`src/rtl/dynamixel_write_scheduler_pkg.sv`:
```
// Shared types, widths and flattened-bus slice helpers for the Dynamixel write scheduler.
package dynamixel_sched_pkg;

    localparam int NUM_REQ = 4;
    localparam int ADDR_W  = 16;
    localparam int LEN_W   = 16;
    localparam int VAL_W   = 32;
    localparam int NUM_VAL = 4;
    localparam int IDX_W   = $clog2(NUM_REQ);

    typedef enum logic [1:0] {
        ST_IDLE,
        ST_WAIT_START,
        ST_WAIT_DONE,
        ST_GAP
    } state_e;

    function automatic int addr_lo(input int idx);
        return idx * ADDR_W;
    endfunction

    function automatic int len_lo(input int idx);
        return idx * LEN_W;
    endfunction

    // Requester idx owns NUM_VAL consecutive words; word 0 is value1.
    function automatic int val_lo(input int idx, input int word);
        return idx * NUM_VAL * VAL_W + word * VAL_W;
    endfunction

    function automatic int cnt_width(input int a, input int b);
        int m;
        m = (a > b) ? a : b;
        return (m < 1) ? 1 : $clog2(m + 1);
    endfunction

endpackage

```
`src/rtl/dynamixel_write_scheduler_if.sv`:
```
// Requester/engine bundle of the write scheduler; master = scheduler, slave = requesters + engine.
interface dynamixel_write_scheduler_if;
    import dynamixel_sched_pkg::*;

    logic [NUM_REQ-1:0]               req;
    logic [NUM_REQ*ADDR_W-1:0]        req_address;
    logic [NUM_REQ*LEN_W-1:0]         req_data_len;
    logic [NUM_REQ*NUM_VAL*VAL_W-1:0] req_values;
    logic [NUM_REQ-1:0]               gnt;
    logic                             busy;
    logic                             timeout;
    logic                             send;
    logic [ADDR_W-1:0]                address;
    logic [LEN_W-1:0]                 data_len;
    logic [VAL_W-1:0]                 value1;
    logic [VAL_W-1:0]                 value2;
    logic [VAL_W-1:0]                 value3;
    logic [VAL_W-1:0]                 value4;
    logic                             sending;

    modport master (
        input  req, req_address, req_data_len, req_values, sending,
        output gnt, busy, timeout, send, address, data_len,
               value1, value2, value3, value4
    );

    modport slave (
        output req, req_address, req_data_len, req_values, sending,
        input  gnt, busy, timeout, send, address, data_len,
               value1, value2, value3, value4
    );

endinterface

```
`src/rtl/dynamixel_write_scheduler_rr_arbiter4.sv`:
```
// Combinational 4-way round-robin arbiter; DYNAMIXEL_SCHED_PRIORITY_EN gives requester 0
// strict priority and freezes the pointer when it wins.
module rr_arbiter4
    import dynamixel_sched_pkg::*;
(
    input  logic [NUM_REQ-1:0] req_i,
    input  logic [IDX_W-1:0]   ptr_i,
    output logic [NUM_REQ-1:0] grant_o,
    output logic [IDX_W-1:0]   idx_o,
    output logic               valid_o,
    output logic               adv_ptr_o
);

    logic [IDX_W-1:0] cand;

    // NOTE: every output gets a default before any branch so no latch is inferred.
    always_comb begin
        grant_o   = '0;
        idx_o     = '0;
        adv_ptr_o = 1'b1;
        cand      = '0;
        valid_o   = |req_i;
        // Scan farthest offset first so the nearest requester at/after ptr overwrites it.
        for (int k = NUM_REQ - 1; k >= 0; k--) begin
            cand = ptr_i + IDX_W'(k);
            if (req_i[cand]) begin
                idx_o = cand;
            end
        end
        if (valid_o) begin
            grant_o = NUM_REQ'(1) << idx_o;
        end
`ifdef DYNAMIXEL_SCHED_PRIORITY_EN
        if (req_i[0]) begin
            idx_o     = '0;
            grant_o   = NUM_REQ'(1);
            adv_ptr_o = 1'b0;
        end
`endif
    end

endmodule

```
`src/rtl/dynamixel_write_scheduler.sv`:
```
// Shares one sync-write engine among four requesters: arbitrate, latch payload, pulse send,
// track sending, enforce a bus gap. Optional DYNAMIXEL_SCHED_PRIORITY_EN: requester 0 strict priority.
module dynamixel_write_scheduler
    import dynamixel_sched_pkg::*;
#(
    parameter int START_TIMEOUT = 64,
    parameter int GAP_CLOCKS    = 120
) (
    input logic                         clock,
    input logic                         reset_n,
    dynamixel_write_scheduler_if.master bus
);

    localparam int               CNT_W        = cnt_width(START_TIMEOUT, GAP_CLOCKS);
    localparam logic [CNT_W-1:0] TIMEOUT_LAST = CNT_W'(START_TIMEOUT - 1);
    localparam logic [CNT_W-1:0] GAP_LAST     = CNT_W'((GAP_CLOCKS > 0) ? GAP_CLOCKS - 1 : 0);

    state_e             state_q;
    logic [IDX_W-1:0]   ptr_q;
    logic [CNT_W-1:0]   cnt_q;
    logic [CNT_W-1:0]   cnt_sat;
    logic [NUM_REQ-1:0] gnt_q;
    logic               send_q;
    logic               timeout_q;
    logic [ADDR_W-1:0]  addr_q;
    logic [LEN_W-1:0]   len_q;
    logic [VAL_W-1:0]   val_q [NUM_VAL];

    logic [NUM_REQ-1:0] arb_grant;
    logic [IDX_W-1:0]   arb_idx;
    logic               arb_valid;
    logic               arb_adv;

    logic [ADDR_W-1:0]  addr_d;
    logic [LEN_W-1:0]   len_d;
    logic [VAL_W-1:0]   val_d [NUM_VAL];

    rr_arbiter4 u_arb (
        .req_i     (bus.req),
        .ptr_i     (ptr_q),
        .grant_o   (arb_grant),
        .idx_o     (arb_idx),
        .valid_o   (arb_valid),
        .adv_ptr_o (arb_adv)
    );

    // Winner's payload slice, selected from the flattened request buses.
    always_comb begin
        addr_d = '0;
        len_d  = '0;
        for (int w = 0; w < NUM_VAL; w++) val_d[w] = '0;
        for (int i = 0; i < NUM_REQ; i++) begin
            if (arb_idx == IDX_W'(i)) begin
                addr_d = bus.req_address[addr_lo(i) +: ADDR_W];
                len_d  = bus.req_data_len[len_lo(i) +: LEN_W];
                for (int w = 0; w < NUM_VAL; w++) begin
                    val_d[w] = bus.req_values[val_lo(i, w) +: VAL_W];
                end
            end
        end
    end

    assign cnt_sat = (cnt_q == '1) ? cnt_q : cnt_q + 1'b1;

    // NOTE: state is updated with non-blocking assignments so every register samples pre-edge values.
    always_ff @(posedge clock or negedge reset_n) begin
        if (!reset_n) begin
            state_q   <= ST_IDLE;
            ptr_q     <= '0;
            cnt_q     <= '0;
            gnt_q     <= '0;
            send_q    <= 1'b0;
            timeout_q <= 1'b0;
            // NOTE: payload registers are reset as well so the engine never sees X after reset.
            addr_q    <= '0;
            len_q     <= '0;
            for (int w = 0; w < NUM_VAL; w++) val_q[w] <= '0;
        end else begin
            gnt_q     <= '0;
            send_q    <= 1'b0;
            timeout_q <= 1'b0;
            case (state_q)
                ST_IDLE: begin
                    if (arb_valid) begin
                        addr_q <= addr_d;
                        len_q  <= len_d;
                        for (int w = 0; w < NUM_VAL; w++) val_q[w] <= val_d[w];
                        send_q <= 1'b1;
                        gnt_q  <= arb_grant;
                        if (arb_adv) ptr_q <= arb_idx + 1'b1;
                        cnt_q   <= '0;
                        state_q <= ST_WAIT_START;
                    end
                end
                ST_WAIT_START: begin
                    // A rising sending beats an expiring timeout in the same cycle.
                    if (bus.sending) begin
                        state_q <= ST_WAIT_DONE;
                    end else if (cnt_q == TIMEOUT_LAST) begin
                        timeout_q <= 1'b1;
                        cnt_q     <= '0;
                        state_q   <= ST_GAP;
                    end else begin
                        cnt_q <= cnt_sat;
                    end
                end
                ST_WAIT_DONE: begin
                    if (!bus.sending) begin
                        cnt_q   <= '0;
                        state_q <= (GAP_CLOCKS == 0) ? ST_IDLE : ST_GAP;
                    end
                end
                ST_GAP: begin
                    if (GAP_CLOCKS == 0 || cnt_q == GAP_LAST) begin
                        cnt_q   <= '0;
                        state_q <= ST_IDLE;
                    end else begin
                        cnt_q <= cnt_sat;
                    end
                end
                default: state_q <= ST_IDLE;
            endcase
        end
    end

    assign bus.gnt      = gnt_q;
    assign bus.send     = send_q;
    assign bus.timeout  = timeout_q;
    assign bus.busy     = (state_q != ST_IDLE);
    assign bus.address  = addr_q;
    assign bus.data_len = len_q;
    assign bus.value1   = val_q[0];
    assign bus.value2   = val_q[1];
    assign bus.value3   = val_q[2];
    assign bus.value4   = val_q[3];

endmodule

```
`src/flat_wrapper.sv`:
```
// flat-port wrapper written by rule: the top's interface ports become plain ports
module dynamixel_write_scheduler_flat import dynamixel_sched_pkg::*;
#(
    parameter int START_TIMEOUT = 64,
    parameter int GAP_CLOCKS    = 120
)
  (clock, reset_n, bus_req, bus_req_address, bus_req_data_len, bus_req_values, bus_sending, bus_gnt, bus_busy, bus_timeout, bus_send, bus_address, bus_data_len, bus_value1, bus_value2, bus_value3, bus_value4);
  dynamixel_write_scheduler_if bus_i ();
  input logic clock;
  input logic reset_n;
  input wire logic [$bits(bus_i.req)-1:0] bus_req;
  input wire logic [$bits(bus_i.req_address)-1:0] bus_req_address;
  input wire logic [$bits(bus_i.req_data_len)-1:0] bus_req_data_len;
  input wire logic [$bits(bus_i.req_values)-1:0] bus_req_values;
  input wire logic [$bits(bus_i.sending)-1:0] bus_sending;
  output wire logic [$bits(bus_i.gnt)-1:0] bus_gnt;
  output wire logic [$bits(bus_i.busy)-1:0] bus_busy;
  output wire logic [$bits(bus_i.timeout)-1:0] bus_timeout;
  output wire logic [$bits(bus_i.send)-1:0] bus_send;
  output wire logic [$bits(bus_i.address)-1:0] bus_address;
  output wire logic [$bits(bus_i.data_len)-1:0] bus_data_len;
  output wire logic [$bits(bus_i.value1)-1:0] bus_value1;
  output wire logic [$bits(bus_i.value2)-1:0] bus_value2;
  output wire logic [$bits(bus_i.value3)-1:0] bus_value3;
  output wire logic [$bits(bus_i.value4)-1:0] bus_value4;
  assign bus_i.req = bus_req;
  assign bus_i.req_address = bus_req_address;
  assign bus_i.req_data_len = bus_req_data_len;
  assign bus_i.req_values = bus_req_values;
  assign bus_i.sending = bus_sending;
  assign bus_gnt = bus_i.gnt;
  assign bus_busy = bus_i.busy;
  assign bus_timeout = bus_i.timeout;
  assign bus_send = bus_i.send;
  assign bus_address = bus_i.address;
  assign bus_data_len = bus_i.data_len;
  assign bus_value1 = bus_i.value1;
  assign bus_value2 = bus_i.value2;
  assign bus_value3 = bus_i.value3;
  assign bus_value4 = bus_i.value4;
  dynamixel_write_scheduler #(.START_TIMEOUT(START_TIMEOUT), .GAP_CLOCKS(GAP_CLOCKS)) u_core (.clock(clock), .reset_n(reset_n), .bus(bus_i));
endmodule
```
`config.mk`:
```
export PLATFORM = sky130hd
export DESIGN_NAME = dynamixel_write_scheduler_flat
export DESIGN_NICKNAME = d
export VERILOG_FILES = /design/src/rtl/dynamixel_write_scheduler_pkg.sv /design/src/rtl/dynamixel_write_scheduler_if.sv /design/src/rtl/dynamixel_write_scheduler_rr_arbiter4.sv /design/src/rtl/dynamixel_write_scheduler.sv /design/src/flat_wrapper.sv
export SDC_FILE = /design/constraint.sdc
export NUM_CORES = 1
export LEC_CHECK = 0
export CELL_PAD_IN_SITES_DETAIL_PLACEMENT = 0
export CELL_PAD_IN_SITES_GLOBAL_PLACEMENT = 1
export CORE_AREA = 2 2 321 323
export DETAILED_ROUTE_END_ITERATION = 12
export DIE_AREA = 0 0 323 325
export GPL_TIMING_DRIVEN = 0
export PLACE_DENSITY = 0.54
export SETUP_SLACK_MARGIN = 0.05
export SLEW_MARGIN = 20
export SYNTH_ARGS = -nofsm -noshare
export SYNTH_HDL_FRONTEND = slang
export SYNTH_SLANG_ARGS = --single-unit
```
`constraint.sdc`:
```
create_clock -name clock -period 2.59 [get_ports clock]
set_clock_uncertainty 0.1 [all_clocks]
set_input_delay 0.518 -clock clock [delete_from_list [all_inputs] [get_ports clock]]
set_output_delay 0.518 -clock clock [all_outputs]
set_load 0.005 [all_outputs]
```
**Yosys cells after proc, flatten, opt, wreduce, memory -nomap -nowiden**

Cells that the tools add are included.
Widths: inputs -> output; s select.

- Flip-flop bits (word level): 177
- Latch bits: 0
- RAM bits: 0
- Bits in read-only memories: 0
- Input bits: 647
- Word-level logic and storage cells: 87
- Memories: 0

- Add/subtract/negate cells: 5
- $mul: 0
- Divide/modulo/power cells: 0
- Magnitude comparators: 4
- Eq/ne operators: 14
- Shifts and indexed selects: 1
- Multiplexer cells: 44
- Bitwise logic cells: 0
- Reductions and logical operators: 7

Operators by type and width:

| kind | number |
|---|---|
| $mux 128 | 4 |
| $mux 16 | 8 |
| $mux 7 | 6 |
| $pmux 7 s4 | 1 |
| $mux 2 | 9 |
| $eq 7x7->1 const B | 2 |
| $lt 2x3->1 const B | 4 |
| $mux 1 | 9 |
| $bmux 1 s2 | 4 |
| $eq 2x2->1 const B | 4 |
| $mux 4 | 2 |
| $pmux 2 s4 | 1 |
| $add 7x1->7 const B | 1 |
| $eq 7x6->1 const B | 1 |
| $add 2x1->2 const B | 2 |
| $add 2x2->2 const B | 2 |
| $eq 2x1->1 const B | 2 |
| $logic_not 2->1 | 2 |
| $ne 2x1->1 const B | 2 |
| $ne 2x2->1 const B | 2 |
| $reduce_and 4->1 | 1 |
| $reduce_or 4->1 | 1 |
| $shl 1x2->4 const A | 1 |
| $ne 3x2->1 const B | 1 |
| other kinds (3) | 3 |

**Longest topological paths before layout**

- Depth in word-level cells: 12
- Depth in mapped cells: 11

**By module**

Synthesis repeated with hierarchy kept, for this count alone.

- Cell total of the unflattened synthesis: 1568
- Area, all modules: 11851.4 sq um

Modules (own cells, without submodules):

| module | times used | cells an instance | area an instance (sq um) | seq. area each (sq um) |
|---|---|---|---|---|
| dynamixel_write_scheduler | 1 | 1533 | 11628.7 | 4429.2 |
| rr_arbiter4 | 1 | 35 | 222.7 | 0.0 |

**Worst setup path before layout**

No wires, ideal clock.

- Kind: input port to flip-flop
- Start point: input port bus_req[2]
- End point: register u_core.len_q[10] (netlist: u_core.bus.data_len[10])
- Library setup time: 0.141 ns
- Arrival: 2.232 ns
- Data required time: 2.349 ns
- Setup slack: 0.117 ns
- Stages: 10
- Path through: mux2i_1 nor2_1 nor3_1 ha_1 buf_2 clkbuf_1 nor2b_1 a221oi_1 a211o_1 a31oi_1

- Word-level cells in the longest chain between the ends: 11
- Elaborated cells on any way between the ends: 22
- Classes of those cells: eq/ne (3); mux (16); reduce/logical (3)

RTL lines:

| element | line | RTL |
|---|---|---|
| start, declared | flat_wrapper.sv:11 | `input wire logic [$bits(bus_i.req)-1:0] bus_req;` |
| $bmux 1 s2 | dynamixel_write_scheduler_rr_arbiter4.sv:26 | `if (req_i[cand]) begin` |
| $mux 1 (not written as such) | dynamixel_write_scheduler_rr_arbiter4.sv:26 |  |
| $mux 2 (4 in series) | dynamixel_write_scheduler_rr_arbiter4.sv:26 |  |
| $logic_not 2->1 | dynamixel_write_scheduler.sv:53 | `if (arb_idx == IDX_W'(i)) begin` |
| $mux 16 (4 in series) | dynamixel_write_scheduler.sv:53 |  |
| end signal, assigned | dynamixel_write_scheduler.sv:86 | `len_q <= len_d;` |
| end, declared | dynamixel_write_scheduler.sv:26 | `logic [LEN_W-1:0] len_q;` |

Parallel ways exist; a longest one is shown, timed or not. The select of a mux whose other input is x is not followed.
A chain may end at the register's enable or synchronous reset.

**Worst setup path in the final report**

- Start point: register u_core.ptr_q[1]
- End point: register u_core.addr_q[11] (netlist: u_core.bus.address[11])

- Word-level cells in the longest chain between the ends: 12
- Elaborated cells on any way between the ends: 23
- Classes of those cells: add/sub (3); eq/ne (3); mux (16); reduce/logical (1)

RTL lines:

| element | line | RTL |
|---|---|---|
| start, declared | dynamixel_write_scheduler.sv:19 | `logic [IDX_W-1:0] ptr_q;` |
| start signal, assigned | dynamixel_write_scheduler.sv:90 | `if (arb_adv) ptr_q <= arb_idx + 1'b1;` |
| $add 2x2->2 | dynamixel_write_scheduler_rr_arbiter4.sv:25 | `cand = ptr_i + IDX_W'(k);` |
| $bmux 1 s2 | dynamixel_write_scheduler_rr_arbiter4.sv:26 |  |
| $mux 1 (not written as such) | dynamixel_write_scheduler_rr_arbiter4.sv:26 |  |
| $mux 2 (3 in series) | dynamixel_write_scheduler_rr_arbiter4.sv:26 |  |
| $mux 2 (*) | dynamixel_write_scheduler_rr_arbiter4.sv:26 |  |
| $logic_not 2->1 | dynamixel_write_scheduler.sv:53 |  |
| $mux 16 (3 in series) | dynamixel_write_scheduler.sv:53 |  |
| $mux 16 (*) | dynamixel_write_scheduler.sv:53 |  |
| end signal, assigned | dynamixel_write_scheduler.sv:85 | `addr_q <= addr_d;` |
| end, declared | dynamixel_write_scheduler.sv:25 | `logic [ADDR_W-1:0] addr_q;` |

Mark *: on every way between the ends. The rest lies on a longest branch, timed or not. The select of a mux whose other input is x is not followed.

==> run summary <==
Slowest stage cell, crit path - dfrtp_2
Power density over the cells - 1060 nW/µm²
DP HPWL - 76000 µm
Synth top area cells - dfrtp_1, a211o_1, a221oi_1
Gr usage total - 17.4%
Mean post-synth cell area - 7.97 µm²
DR WL met2 - 48800 µm
Cell row count - 117
Total wire length - 99200 µm
Status - finished with violations
ANT nets after route - 0
Proportion of layout cells with a drive suffix above 1 - 20.5%
Register bit total from synthesis - 177
Chip Width - 323 µm
Htree depth - 4
Yosys cell types - 41
WL/cell - 26.0 µm
CP Class - flop to flop
Syn Nets - 2194
Startpoint types - flop
Yosys Warn Count - 0
Top layer used by detailed routing - met5
DR WL met3 - 7770 µm
Initial antenna violation count - 17
Final Max Slew Viols - 0
Synthesis-to-layout area growth - 118%
Min setup slack post-route - -0.170 ns
Total grt overflow - 0
First-pass GRT wire length - 128000 µm
Final period util - 107%
Starting Density - 12.1%
Leak - 10.8 nW
Hold Crit Class - input port to async pin
Slew headroom - 58.0%
Commonest non-fill, non-tap cell in the layout - clkdlybuf4s50_1
Die Ht - 325 µm
Vias in the first global route - 16300
Cell chain of the critical path - nand2b_4 -> a21oi_4 -> nor3_4 -> buf_6 -> buf_6 -> ha_4 -> buf_12 -> buf_16 -> buf_8 -> nor2b_1 -> a221oi_2 -> a211o_1 -> a31oi_1
Largest net degree at the start of global routing - 71
Port bufs - 813
Peak supply drop - 0.385 mV
Buffers & Inverters on Critical Path - 5
Die Area - 105000 µm²
CTS tree - yes
Yosys top cell area share - 36.1%
DR pass1 iterations - 4
Clk_lat worst skew - 0.53 ns
Final Net Count - 3085
Gpl congestion - 0.878
# Max-Cap Violations - 0
Cts bufs inserted - 17
M1 WL - 40200 µm
Violations in the final reports - negative setup slack
Worst slew pin tran - 0.629 ns
Most used cell along the critical path - buf_6
Setup WS pre-CTS - -2.27 ns
Setup-failing EPs final - 94
DRT iter0 DRCs - 859
Synthesized instance count - 1538
Ports - 814
Synthesized area - 12300 µm²
Clock root buffer - clkbuf_16
DR vias - 16000
Vias/cell - 4.19
Setup_tns - -5.78 ns
Max Buffers Root-to-Sink - 2
RSZ-0062 raised after global routing - true
CP max FO - 10
Area leader, netlist - dfrtp_1
Post-route DRC - 0
Crit-path max cell delay - 0.42 ns
Most frequent cells in the layout - clkdlybuf4s50_1, dfrtp_1, nor2_1
CP Data Arrival Time - 3.04 ns
Post-synthesis sequential area ratio - 36.1%
Setup crit end kind - flop
Clk slew on worst S/H paths - 0.09 ns
Hold Violations, Final - 0
Std-Cell Core Area - 101000 µm²
Required @ worst endpoint - 2.87 ns
Minimum clock period - 2.76 ns
# clock sinks - 177
Fmax - 0.362 GHz
Crit-path leading delay family - buffers and inverters
final timing paths:
path	startpoint	to	slack (ns)	depth (start not counted)
max reg2reg	u_core.ptr_q[1]	u_core.bus.address[11]	-0.17	13
max in group asynchronous	reset_n	u_core.bus.value3[15]	1.05	3
max	u_core.ptr_q[1]	u_core.bus.address[11]	-0.17	13
min reg2reg	u_core.cnt_q[6]	u_core.bus.timeout	0.44	1
min in group clock	u_core.cnt_q[6]	u_core.bus.timeout	0.44	1
min	reset_n	u_core.bus.value1[5]	0.44	2
metrics by stage:
step                      cells  hold slack [ns]  util, %  power (W)  cell area [µm²]
after floorplan            1538            0.122        -     0.0120            12300
after global placement     3719            0.421     21.8     0.0206            22100
after detailed placement   3722            0.409     21.9     0.0206            22200
after CTS                  3767            0.400     23.7     0.0253            24000
after global routing       3812            0.421     26.4     0.0300            26700
final                      3813            0.436     26.4     0.0283            26700
state kept, by name, indices dropped and copies added (netlist names):
signal	cells
u_core.bus.data_len	16
u_core.bus.gnt	4
u_core.ptr_q	2
u_core.bus.value1	32
u_core.cnt_q	7
u_core.bus.value3	32
u_core.state_q	2
u_core.bus.value4	32
u_core.bus.timeout	1
u_core.bus.send	1
u_core.bus.value2	32
u_core.bus.address	16
per-layer routing:
metal  track usage [%]  up-vias
met5                 0        -
li1                  -     7342
met3              5.47       99
met2              30.4      639
met4              4.51       12
met1              20.4     7875
cells in the mapped netlist:
cell type and n:
dfrtp_1 177, inv_1 167, nor2_1 166, nand2_1 165, a211o_1 160, a221oi_1 160
a31oi_1 160, nor2b_1 158, clkbuf_1 121, buf_2 27, buf_4 10, a21oi_1 9
ha_1 9, nand3_1 5, and2_1 4, o21ai_0 4, buf_1 3, o31ai_1 3
mux2_2 2, nand2b_1 2, nand3b_1 2, nor3_1 2, nor4_1 2, o22a_1 2
or3_1 2, a21bo_1 1, a21boi_0 1, a21oi_2 1, a2bb2oi_1 1, a311oi_1 1
a32oi_1 1, and3_1 1, and4_1 1, buf_6 1, mux2i_1 1, nor4_2 1
o2111ai_1 1, o211a_1 1, o21a_1 1, or4_1 1, or4_4 1
power by group:
part	switching [W]	internal (W)	total, W	leakage, nW
combinational	0.0105	0.00977	0.0203	8.44
clock	0.00158	0.00137	0.00295	0.284
sequential	0.000830	0.00419	0.00502	2.04
total	0.0129	0.0153	0.0283	10.8
layout make-up:
class                   instances  area (µm²)
inverters                     167         627
plain buffers                 156        1490
fillers                     11000       74600
flip-flops and latches        177        4430
repair buffers                878        9310
multi-input cells            1032        8580
diodes                          3        7.51
well taps                    1368        1710
clock inverters                15         160
clock buffers                  17         425
kinds of logic after synthesis:
group | count (synthesis) | synth area share [%]
AND/OR/NAND/NOR | 513 | 19.5
AO/OA/AOI/OAI | 507 | 32.5
multiplexers | 3 | 0.265
buffers and inverters | 329 | 10.7
adder cells (fa/ha/maj) | 9 | 0.918
flip-flops | 177 | 36.1
worst reg2reg max path, delay by kind of cell, from the launching register on:
family          cells  cell delay [ns]
flops               1             0.42
simple gates        3             0.47
fa+ha+maj           1             0.17
buf+inv             5             0.74
compound gates      4             0.71
repair_timing:
action	CTS	global route
hold buffers	1	0
gates cloned	4	21
setup endpoints to repair	166	160
buffers inserted	9	27
resized for setup	288	467
endpoints found under the hold margin	55	0
pin swaps	36	232
No activity file was read; power rests on OpenSTA's default activity.
